$ cat src/rtl/mips_defs.sv
// Shared opcode/funct constants, control codes and state encoding for the
// multi-cycle MIPS-subset controller.
package mips_defs;

  localparam logic [5:0] OP_RTYPE = 6'b000000;
  localparam logic [5:0] OP_ORI   = 6'b001101;
  localparam logic [5:0] OP_ADDIU = 6'b001001;
  localparam logic [5:0] OP_LUI   = 6'b001111;
  localparam logic [5:0] OP_LW    = 6'b100011;
  localparam logic [5:0] OP_SW    = 6'b101011;
  localparam logic [5:0] OP_BEQ   = 6'b000100;
  localparam logic [5:0] OP_J     = 6'b000010;

  localparam logic [5:0] FN_ADDU  = 6'b100001;
  localparam logic [5:0] FN_SUBU  = 6'b100011;
  localparam logic [5:0] FN_SLT   = 6'b101010;

  localparam logic [2:0] ALU_ADD  = 3'b000;
  localparam logic [2:0] ALU_SUB  = 3'b001;
  localparam logic [2:0] ALU_OR   = 3'b010;
  localparam logic [2:0] ALU_SLT  = 3'b011;
  localparam logic [2:0] ALU_LUI  = 3'b100;

  localparam logic [1:0] NPC_PC4  = 2'b00;
  localparam logic [1:0] NPC_BR   = 2'b01;
  localparam logic [1:0] NPC_JMP  = 2'b10;

  typedef enum logic [2:0] {
    S_FETCH  = 3'd0,
    S_DECODE = 3'd1,
    S_EXE    = 3'd2,
    S_MEM    = 3'd3,
    S_WB     = 3'd4
  } state_t;

  typedef enum logic [3:0] {
    C_ADDU, C_SUBU, C_SLT, C_ORI, C_ADDIU, C_LUI,
    C_LW, C_SW, C_BEQ, C_J, C_ILL
  } iclass_t;

  typedef struct packed {
    logic [2:0] aluop;
    logic       alusrc;
    logic       extop;
  } alu_sel_t;

  // ALU B-source/extension/operation held constant from EXE through WB.
  function automatic alu_sel_t alu_sel(iclass_t c);
    alu_sel_t s;
    s = '{aluop: ALU_ADD, alusrc: 1'b0, extop: 1'b0};
    case (c)
      C_ADDU:             s = '{aluop: ALU_ADD, alusrc: 1'b0, extop: 1'b0};
      C_SUBU:             s = '{aluop: ALU_SUB, alusrc: 1'b0, extop: 1'b0};
      C_SLT:              s = '{aluop: ALU_SLT, alusrc: 1'b0, extop: 1'b0};
      C_ORI:              s = '{aluop: ALU_OR,  alusrc: 1'b1, extop: 1'b0};
      C_LUI:              s = '{aluop: ALU_LUI, alusrc: 1'b1, extop: 1'b0};
      C_ADDIU, C_LW, C_SW: s = '{aluop: ALU_ADD, alusrc: 1'b1, extop: 1'b1};
      C_BEQ:              s = '{aluop: ALU_SUB, alusrc: 1'b0, extop: 1'b1};
      default:            s = '{aluop: ALU_ADD, alusrc: 1'b0, extop: 1'b0};
    endcase
    return s;
  endfunction

  function automatic logic is_rtype(iclass_t c);
    return (c == C_ADDU) || (c == C_SUBU) || (c == C_SLT);
  endfunction

endpackage

$ cat src/rtl/mc_decode.sv
// Combinational op/funct decode into an instruction class; anything not in
// the supported subset maps to C_ILL.
module mc_decode
  import mips_defs::*;
(
  input  logic [5:0] op,
  input  logic [5:0] funct,
  output logic [3:0] iclass
);

  always_comb begin
    iclass = C_ILL;
    case (op)
      OP_RTYPE: begin
        case (funct)
          FN_ADDU: iclass = C_ADDU;
          FN_SUBU: iclass = C_SUBU;
          FN_SLT:  iclass = C_SLT;
          default: iclass = C_ILL;
        endcase
      end
      OP_ORI:   iclass = C_ORI;
      OP_ADDIU: iclass = C_ADDIU;
      OP_LUI:   iclass = C_LUI;
      OP_LW:    iclass = C_LW;
      OP_SW:    iclass = C_SW;
      OP_BEQ:   iclass = C_BEQ;
      OP_J:     iclass = C_J;
      default:  iclass = C_ILL;
    endcase
  end

endmodule

$ cat src/rtl/mc_ctrl.sv
// Multi-cycle main controller: sequences the shared datapath and counts
// retired instructions.
//
// state  | meaning
// FETCH  | read IR from memory, PC <= PC+4 once mem_rdy
// DECODE | j completes here; illegal op/funct flagged and dropped
// EXE    | ALU operation; beq resolves and completes here
// MEM    | lw/sw data access, held until mem_rdy
// WB     | register-file write, instruction retires
module mc_ctrl
  import mips_defs::*;
#(
  parameter int CNT_W = 32
) (
  input  logic             clk,
  input  logic             rst_n,
  input  logic [5:0]       op,
  input  logic [5:0]       funct,
  input  logic             zero,
  input  logic             mem_rdy,
  output logic             PCWr,
  output logic             IRWr,
  output logic             RegWr,
  output logic             MemRd,
  output logic             MemWr,
  output logic             ExtOp,
  output logic             ALUSrc,
  output logic             RegDst,
  output logic             MemtoReg,
  output logic [1:0]       NPCOp,
  output logic [2:0]       ALUOp,
  output logic             retire,
  output logic             illegal,
  output logic [2:0]       state,
  output logic [CNT_W-1:0] retire_cnt
);

  state_t     state_q, state_d;
  logic [3:0] cls_raw;
  iclass_t    cls;
  alu_sel_t   alu;
  logic [CNT_W-1:0] cnt_q;

  logic pcwr_c, irwr_c, regwr_c, memrd_c, memwr_c;
  logic ext_c, alusrc_c, regdst_c, memtoreg_c, retire_c, illegal_c;
  logic [1:0] npc_c;
  logic [2:0] aluop_c;

  mc_decode u_decode (
    .op     (op),
    .funct  (funct),
    .iclass (cls_raw)
  );

  assign cls = iclass_t'(cls_raw);
  assign alu = alu_sel(cls);

  always_ff @(posedge clk or negedge rst_n) begin
    if (!rst_n) begin
      state_q <= S_FETCH;
      cnt_q   <= '0;
    end else begin
      state_q <= state_d;
      if (retire_c) cnt_q <= cnt_q + CNT_W'(1);
    end
  end

  always_comb begin
    state_d    = S_FETCH;
    pcwr_c     = 1'b0;
    irwr_c     = 1'b0;
    regwr_c    = 1'b0;
    memrd_c    = 1'b0;
    memwr_c    = 1'b0;
    ext_c      = 1'b0;
    alusrc_c   = 1'b0;
    regdst_c   = 1'b0;
    memtoreg_c = 1'b0;
    npc_c      = NPC_PC4;
    aluop_c    = ALU_ADD;
    retire_c   = 1'b0;
    illegal_c  = 1'b0;
    case (state_q)
      S_FETCH: begin
        memrd_c = 1'b1;
        if (mem_rdy) begin
          pcwr_c  = 1'b1;
          irwr_c  = 1'b1;
          state_d = S_DECODE;
        end else begin
          state_d = S_FETCH;
        end
      end
      S_DECODE: begin
        if (cls == C_J) begin
          pcwr_c   = 1'b1;
          npc_c    = NPC_JMP;
          retire_c = 1'b1;
        end else if (cls == C_ILL) begin
          illegal_c = 1'b1;
        end else begin
          state_d = S_EXE;
        end
      end
      S_EXE: begin
        aluop_c  = alu.aluop;
        alusrc_c = alu.alusrc;
        ext_c    = alu.extop;
        if (cls == C_BEQ) begin
          npc_c    = NPC_BR;
          pcwr_c   = zero;
          retire_c = 1'b1;
        end else if (cls == C_LW || cls == C_SW) begin
          state_d = S_MEM;
        end else begin
          state_d = S_WB;
        end
      end
      S_MEM: begin
        aluop_c  = alu.aluop;
        alusrc_c = alu.alusrc;
        ext_c    = alu.extop;
        if (cls == C_LW) memrd_c = 1'b1;
        else             memwr_c = 1'b1;
        // Request stays asserted until the memory acknowledges it.
        if (!mem_rdy)          state_d = S_MEM;
        else if (cls == C_LW)  state_d = S_WB;
        else                   retire_c = 1'b1;
      end
      S_WB: begin
        aluop_c    = alu.aluop;
        alusrc_c   = alu.alusrc;
        ext_c      = alu.extop;
        regwr_c    = 1'b1;
        retire_c   = 1'b1;
        regdst_c   = is_rtype(cls);
        memtoreg_c = (cls == C_LW);
      end
      default: state_d = S_FETCH;
    endcase
  end

  // Reset gates every output so nothing can write while rst_n is low.
  assign PCWr       = rst_n & pcwr_c;
  assign IRWr       = rst_n & irwr_c;
  assign RegWr      = rst_n & regwr_c;
  assign MemRd      = rst_n & memrd_c;
  assign MemWr      = rst_n & memwr_c;
  assign ExtOp      = rst_n & ext_c;
  assign ALUSrc     = rst_n & alusrc_c;
  assign RegDst     = rst_n & regdst_c;
  assign MemtoReg   = rst_n & memtoreg_c;
  assign retire     = rst_n & retire_c;
  assign illegal    = rst_n & illegal_c;
  assign NPCOp      = rst_n ? npc_c : 2'b00;
  assign ALUOp      = rst_n ? aluop_c : 3'b000;
  assign state      = state_q;
  assign retire_cnt = cnt_q;

endmodule

$ cat config.mk
export PLATFORM = sky130hd
export DESIGN_NAME = mc_ctrl
export DESIGN_NICKNAME = d
export VERILOG_FILES = /design/src/rtl/mips_defs.sv /design/src/rtl/mc_decode.sv /design/src/rtl/mc_ctrl.sv
export SDC_FILE = /design/constraint.sdc
export NUM_CORES = 1
export LEC_CHECK = 0
export ABC_AREA = 0
export BUFFER_PORTS_ARGS = -buffer_cell sky130_fd_sc_hd__buf_4
export CORE_ASPECT_RATIO = 0.8
export CORE_MARGIN = 2
export CORE_UTILIZATION = 40
export CTS_CLUSTER_SIZE = 25
export DETAILED_ROUTE_END_ITERATION = 8
export PLACE_DENSITY = 0.75
export SLEW_MARGIN = 5
export SYNTH_ARGS = -nofsm -noshare
export SYNTH_HDL_FRONTEND = slang
export SYNTH_SLANG_ARGS = --single-unit
$ cat constraint.sdc
create_clock -name clk -period 4.1 [get_ports clk]
set_input_delay 0.615 -clock clk [delete_from_list [all_inputs] [get_ports clk]]
set_output_delay 0.615 -clock clk [all_outputs]
set_load 0.05 [all_outputs]
==> results of run 1 <==
==> area by class of cell <==
type | instances | area [sq um]
clock inverters | 3 | 15.0
well taps | 78 | 97.6
inverters | 6 | 22.5
clock buffers | 5 | 68.8
multi-input cells | 191 | 1360
repair buffers | 68 | 510
fillers | 504 | 2580
flip-flops and latches | 35 | 876
==> metal layers <==
metal  wire length [um]  share of wire  GRT usage
met1               2840           0.50      0.294
met3                284          0.050     0.0410
met4                 51         0.0089     0.0464
met2               2560           0.45      0.259
met5                  0              0          0
==> final timing paths <==
check,cells past startpoint,start,end,slack [ns]
worst max-delay path,12,funct[2],PCWr,0.41
worst min-delay path,1,rst_n,retire_cnt[30],0.27
worst max register to register,6,retire_cnt[10],retire_cnt[26],1.90
worst min register to register,1,retire_cnt[31],retire_cnt[31],0.49
max in group asynchronous,1,rst_n,retire_cnt[12],3.49
min in group clk,1,retire_cnt[31],retire_cnt[31],0.49
==> through the flow <==
stage	hold WS (ns)	instance area [sq um]	std cells	util	total power (W)
3_3_place_gp	0.468	2860	378	0.518	0.000668
5_1_grt	0.318	2950	386	0.534	0.000950
4_1_cts	0.297	2950	386	0.534	0.000916
6_report	0.270	2950	386	0.534	0.000906
3_5_place_dp	0.484	2860	378	0.518	0.000672
2_1_floorplan	0.319	2330	246	-	0.000582
==> cells by family after synthesis <==
| kind of cell | synth area share |
|---|---|
| adders and majority gates | 0.0322 |
| muxes | 0.00913 |
| AOI/OAI and AO/OA | 0.196 |
| and+or+nand+nor | 0.224 |
| xor gates and xnor gates | 0.120 |
| DFF | 0.376 |
| buffers and inverters | 0.0425 |
==> power breakdown <==
group,leakage (nW),switching (W),internal [W]
clock network,0.0477,0.000124,0.000116
registers,0.482,0.0000339,0.000366
logic,0.810,0.000177,0.0000901
total,1.34,0.000334,0.000572
==> layout by cell type, fill, tap and decap left out, types with 2 or more instances in the layout <==
cell type	n
nand2b_1	7
dfrtp_1	35
or2_2	2
o21a_1	2
o21ai_0	12
nor2_1	15
clkbuf_8	5
clkinv_2	3
and4_1	3
nor3_1	10
buf_4	68
o211ai_1	8
and2_1	4
nor4_1	2
nand3b_1	3
ha_1	6
a21oi_1	7
inv_1	6
or3_1	3
nor2b_1	3
and3_1	13
nand2_1	16
xnor2_1	31
o2111ai_1	16
==> worst max-delay path, delay by kind of cell <==
| kind | cells | cell delay, ns |
|---|---|---|
| AOI/OAI and AO/OA | 4 | 0.90 |
| adders and majority gates | 1 | 0.25 |
| buffers and inverters | 2 | 0.36 |
| and+or+nand+nor | 5 | 0.94 |
==> flip-flops by register name (all words and copies together), names as in the netlist <==
signal / count
retire_cnt: 32
state: 3
==> results_dict.tcl, run 1 <==
set metrics [dict create \
    outcome "completed" \
    synthTopCellsByCount "dfrtp_1 (35), xnor2_1 (31), nand2_1 (16), o2111ai_1 (16), nor2_1 (15)" \
    slew_violations 0 \
    cts_setup_buffers 0 \
    initial_utilization 0.421 \
    syn_inst 246 \
    cts_tree "built" \
    drive_above_1_share 0.286 \
    async_reset_ff_frac 1.00 \
    netlist_area_sq_um 2330 \
    cts_root_buffer "clkbuf_8" \
    io_pins 67 \
    dpl_worst_slack_ns 0.446 \
    final_nets 329 \
    wire_per_inst_um 14.8 \
    clock_skew_ns 0.00452 \
    port-buffer-count 66 \
    required_ns 3.48 \
    fp-row-count 24 \
    finalHoldViolCount 0 \
    cts.clk_slew.worst_paths_ns 0.07 \
    yosysTopAreaCell "dfrtp_1" \
    vias 2096 \
    hpwlAfterDp_um 4330 \
    worstMarginPinSlew_ns 0.708 \
    cts.sinks 35 \
    synth_most_common_cell "dfrtp_1" \
    layout_setup_ws_ns 0.409 \
    cp_slowest_cell "or3b_4" \
    numCtsBuffers 5 \
    clkLatencyLatePin_ns 0.29 \
    routed_wl_um 5730 \
    ir_drop_mv 0.360 \
    htreeDepth 2 \
    rsz0062_at_grt "no" \
    grt_overflow_total 0 \
    coreArea_sq_um 5530 \
    drc 0 \
    gp_congestion 0.898 \
    dr.first_iter.drc_count 179 \
    relSlewSlack 0.528 \
    cts-resized-gates 0 \
    antennaDiodeCount 0 \
    syn_avg_cell_area_sq_um 9.47 \
    synth-main-ff-cell "dfrtp_1" \
    cp_max_fo 3 \
    critPathCaptureType "output pin" \
    worstPathCellList "buf_4 > or3b_4 > o311ai_2 > o21a_1 > nand2_1 > nor2_1 > ha_1 > nand3b_1 > o21ai_0 > nand2_1 > a221oi_1 > buf_4" \
    post-route-period-util 0.900 \
    yosys_warnings 0 \
    die_h_um 72.2 \
    setup_viol 0 \
    p_leak_nw 1.34 \
    yosysUniqueCellTypes 52 \
    antenna_found_initial 0 \
    grt_pass1_wl_um 9500 \
    yosysSeqAreaShare 0.376 \
    grt_pass1_vias 1949 \
    crit_type "input pin to output pin" \
    fmax_mhz 271 \
    power.density_nw_per_um2 307 \
    synth_edf_count 0 \
    post-route-min-period_ns 3.69 \
    synth_top_area_share 0.376 \
    area_growth_syn_to_layout_pct 26.6 \
    synth.area.top_cells "dfrtp_1 (38%), xnor2_1 (12%), o2111ai_1 (6.0%)" \
    worstPathArrival_ns 3.08 \
    drv_cap 0 \
    yosys_register_bits 35 \
    syn_nets 268 \
    tns_ns 0 \
    hold_path_class "input pin to async pin" \
    hold_buffers 0 \
    grt_start_max_net_pins 40 \
    crit_path_start_kind "input pin" \
    clk_path_buf_depth 2 \
    die_x_um 89.3 \
    antenna_left 0 \
    first_pass_iters 4 \
    fp.dieArea_sq_um 6450 \
    vias_per_cell 5.43 \
    critPathMaxStageDelay_ns 0.40 \
    track_usage 0.187 \
]
No activity file was read; power rests on OpenSTA's default activity.
==> run 2: changes to the inputs <==
Settings changed: CTS_BUF_LIST set to sky130_fd_sc_hd__clkbuf_16.
==> results_dict.tcl, run 2 (synthesized netlist as in run 1, its figures left out) <==
set metrics [dict create \
    outcome "completed" \
    dpl.cell_count 378 \
    crit_type "input pin to output pin" \
    htreeDepth 2 \
    tns_ns 0 \
    ir_drop_mv 0.384 \
    dr.first_iter.drc_count 194 \
    grt_pass1_vias 1974 \
    p_switching_w 0.000352 \
    gp_congestion 0.898 \
    rsz0062_at_grt "no" \
    antenna_found_initial 0 \
    wire_per_inst_um 15.3 \
    cp_max_fo 3 \
    slew_violations 0 \
    io_pins 67 \
    final_common_cell "buf_4" \
    vias 2102 \
    first_pass_iters 4 \
    setup_viol 0 \
    clock_skew_ns 0.00357 \
    fp.dieArea_sq_um 6450 \
    numCtsBuffers 5 \
    internal_power_w 0.000678 \
    drv_cap 0 \
    largest_reg_flops 32 \
    required_ns 3.48 \
    routed_wl_um 5900 \
    reg2reg_from "retire_cnt[10]" \
    stdcell_count 386 \
    hpwlAfterDp_um 4330 \
    drc 0 \
    cts-resized-gates 0 \
    power.density_nw_per_um2 343 \
    swShare 0.341 \
    coreArea_sq_um 5530 \
    clkLatencyLatePin_ns 0.28 \
    cts.clk_slew.worst_paths_ns 0.05 \
    clockPowerShare 0.352 \
    antennaDiodeCount 0 \
    fin_util 0.544 \
    initial_utilization 0.421 \
    die_x_um 89.3 \
    cts_tree "built" \
    hold_buffers 0 \
    p_leak_nw 1.37 \
    drive_above_1_share 0.286 \
    hold_path_class "input pin to async pin" \
    crit_path_start_kind "input pin" \
    post-route-min-period_ns 3.70 \
    grt_overflow_total 0 \
    port-buffer-count 66 \
    worstMarginPinSlew_ns 0.727 \
    mostFrequentLayoutCells "buf_4 (68), dfrtp_1 (35), xnor2_1 (31), nand2_1 (16), o2111ai_1 (16)" \
    clk_path_buf_depth 2 \
    relSlewSlack 0.515 \
    final_nets 329 \
    die_h_um 72.2 \
    fmax_mhz 270 \
    grt_start_max_net_pins 40 \
    power_frac_seq 0.389 \
    critical_path.startpoint "funct[2]" \
    cts_setup_buffers 0 \
    vias_per_cell 5.45 \
    critPathCaptureType "output pin" \
    grt_pass1_wl_um 9720 \
    track_usage 0.192 \
    post-route-period-util 0.902 \
    fp-row-count 24 \
    cts_root_buffer "clkbuf_16" \
    area_growth_syn_to_layout_pct 29.0 \
    finalHoldViolCount 0 \
    pwr-share-comb 0.259 \
    cts.sinks 35 \
    worstPathArrival_ns 3.09 \
    antenna_left 0 \
]
[run 2: worst paths after layout]
path / depth (start not counted) / to / slack, ns
min in group clk: 1 / retire_cnt[31] / 0.49
worst max-delay path: 12 / PCWr / 0.40
worst min-delay path: 1 / retire_cnt[30] / 0.28
max in group asynchronous: 1 / retire_cnt[17] / 3.47
worst min register to register: 1 / retire_cnt[31] / 0.49
worst max register to register: 6 / retire_cnt[26] / 1.88
[run 2: cell type report]
type | instances | area, sq um
flip-flops and latches | 35 | 876
inverters | 6 | 22.5
repair buffers | 68 | 510
clock buffers | 5 | 125
multi-input cells | 191 | 1360
well taps | 78 | 97.6
fillers | 501 | 2520
clock inverters | 3 | 15.0
[run 2: metrics by stage]
stage	worst slack (ns)	power, W	hold WS (ns)	instance area [sq um]
2_1_floorplan	0.0304	0.000582	0.319	2330
3_3_place_gp	0.506	0.000668	0.468	2860
4_1_cts	0.435	0.00104	0.312	3000
6_report	0.400	0.00103	0.285	3000
5_1_grt	0.206	0.00107	0.338	3000
3_5_place_dp	0.446	0.000672	0.484	2860
[run 2: per-layer routing]
| layer | vias up | part of all wire | GRT usage |
|---|---|---|---|
| met3 | 6 | 0.047 | 0.0421 |
| met2 | 55 | 0.45 | 0.266 |
| met1 | 1008 | 0.49 | 0.297 |
| met5 | - | 0 | 0 |
| li1 | 1033 | - | - |
| met4 | 0 | 0.0073 | 0.0597 |
[run 2: power groups by stage]
| stage | combinational, W | clock [W] | sequential, W |
|---|---|---|---|
| 4_1_cts | 0.000268 | 0.000369 | 0.000399 |
| 6_report | 0.000267 | 0.000362 | 0.000401 |
| 3_5_place_dp | 0.000267 | 0 | 0.000405 |
| 2_1_floorplan | 0.000117 | 0 | 0.000466 |
| 3_3_place_gp | 0.000262 | 0 | 0.000406 |
| 5_1_grt | 0.000284 | 0.000384 | 0.000405 |
[run 2: critical path, cell delays in order]
cell and delay (ns):
buf_4 0.11, or3b_4 0.40, o311ai_2 0.26, o21a_1 0.18, nand2_1 0.06, nor2_1 0.21
ha_1 0.25, nand3b_1 0.19, o21ai_0 0.20, nand2_1 0.08, a221oi_1 0.27, buf_4 0.25
==> run 3: changes to the inputs <==
Settings changed: REMOVE_ABC_BUFFERS set to 1.
==> results_dict.tcl, run 3 (synthesized netlist as in run 1, its figures left out) <==
set metrics [dict create \
    relSlewSlack 0.592 \
    htreeDepth 2 \
    grt_pass1_wl_um 9440 \
    vias 2146 \
    mostFrequentLayoutCells "buf_4 (69), dfrtp_1 (35), xnor2_1 (31), nand2_1 (16), o2111ai_1 (16)" \
    antennaDiodeCount 0 \
    post-route-min-period_ns 3.77 \
    post-route-period-util 0.919 \
    p_switching_w 0.000341 \
    first_pass_iters 4 \
    grt_pass1_vias 2035 \
    slew_violations 0 \
    track_usage 0.186 \
    drc 0 \
    port-buffer-count 66 \
    worstPathArrival_ns 3.15 \
    pwr-share-comb 0.262 \
    cts_root_buffer "clkbuf_16" \
    fin_util 0.544 \
    p_leak_nw 1.37 \
    layout_setup_ws_ns 0.333 \
    fill_cells 521 \
    cts_tree "built" \
    seq_area_sq_um 876 \
    critPathCaptureType "output pin" \
    crit_type "input pin to output pin" \
    final_nets 330 \
    vias_per_cell 5.55 \
    die_x_um 89.3 \
    drive_above_1_share 0.278 \
    hold_path_class "input pin to async pin" \
    fin_hold_ws_ns 0.293 \
    power_frac_seq 0.394 \
    io_pins 67 \
    clkLatencyLatePin_ns 0.28 \
    hold_buffers 0 \
    routed_wl_um 5590 \
    fp.dieArea_sq_um 6450 \
    swShare 0.335 \
    final_common_cell "buf_4" \
    grt_start_max_net_pins 40 \
    required_ns 3.48 \
    fmax_mhz 265 \
    largest_reg_flops 32 \
    antenna_left 0 \
    setup_viol 0 \
    finalHoldViolCount 0 \
    gp_congestion 0.878 \
    cts-resized-gates 0 \
    clockPowerShare 0.343 \
    power.density_nw_per_um2 338 \
    drv_cap 0 \
    numCtsBuffers 5 \
    rsz0062_at_grt "no" \
    crit_path_start_kind "input pin" \
    coreArea_sq_um 5530 \
    hpwlAfterDp_um 4160 \
    dr.first_iter.drc_count 94 \
    wire_per_inst_um 14.4 \
    internal_power_w 0.000676 \
    clock_skew_ns 0.00528 \
    cp_max_fo 3 \
    die_h_um 72.2 \
    outcome "completed" \
    ir_drop_mv 0.439 \
    area_growth_syn_to_layout_pct 29.2 \
    fp-row-count 24 \
    cts_setup_buffers 0 \
    worstMarginPinSlew_ns 0.606 \
    multi_input_area_sq_um 1360 \
    antenna_found_initial 0 \
    cts.sinks 35 \
    initial_utilization 0.421 \
    grt_overflow_total 0 \
    clk_path_buf_depth 2 \
    dpl_worst_slack_ns 0.330 \
    cts.clk_slew.worst_paths_ns 0.05 \
]
[run 3: changes by cell type in the layout (fill, tap and decap cells not counted), sizes merged]
cell	before	now
buf	68	69
clkinv	3	2
inv	6	7
[run 3: final cells by class]
cell class | instances | share of cell area
Clock buffer | 5 | 0.0416
Tap cell | 78 | 0.0324
Inverter | 6 | 0.00749
Clock inverter | 3 | 0.00374
Timing Repair Buffer | 69 | 0.172
Multi-Input combinational cell | 191 | 0.451
Sequential cell | 35 | 0.291
[run 3: worst max-delay path, cell delays in order]
cell	delay, ns
buf_4	0.11
or3b_4	0.40
o311ai_2	0.26
o21a_1	0.18
nand2_1	0.06
nor2_1	0.19
ha_1	0.24
nand3b_1	0.17
o21ai_0	0.21
nand2_1	0.09
a221oi_1	0.36
buf_4	0.27
[run 3: metal layers]
metal / up-vias / wire [um] / global-route usage / part of all wire
met5: - / 0 / 0 / 0
met4: 0 / 87 / 0.0647 / 0.016
met3: 9 / 232 / 0.0375 / 0.042
met2: 49 / 2590 / 0.286 / 0.46
met1: 1050 / 2680 / 0.262 / 0.48
li1: 1038 / - / - / -
[run 3: path summary, 6_finish.rpt]
path / startpoint / to / slack, ns / cells after the start
max: funct[2] / PCWr / 0.33 / 12
max reg2reg: retire_cnt[10] / retire_cnt[26] / 1.95 / 6
min: rst_n / retire_cnt[27] / 0.29 / 1
min reg2reg: retire_cnt[31] / retire_cnt[31] / 0.48 / 1
min in group clk: retire_cnt[31] / retire_cnt[31] / 0.48 / 1
max in group asynchronous: rst_n / retire_cnt[1] / 3.48 / 1
[run 3: power by group through the flow]
stage	sequential (W)	combinational, W	clock [W]
after floorplan	0.000472	0.000102	0
after global placement	0.000406	0.000262	0
after detailed placement	0.000405	0.000265	0
after CTS	0.000401	0.000269	0.000357
after global routing	0.000406	0.000287	0.000370
final	0.000401	0.000267	0.000349
[run 3: through the flow]
stage	instance area, sq um	std cells	power [W]	setup TNS [ns]
floorplan	2250	232	0.000574	-0.693
global placement	2870	379	0.000668	0
detailed placement	2870	379	0.000670	0
CTS	3010	387	0.00103	0
global route	3010	387	0.00106	0
finish	3010	387	0.00102	0
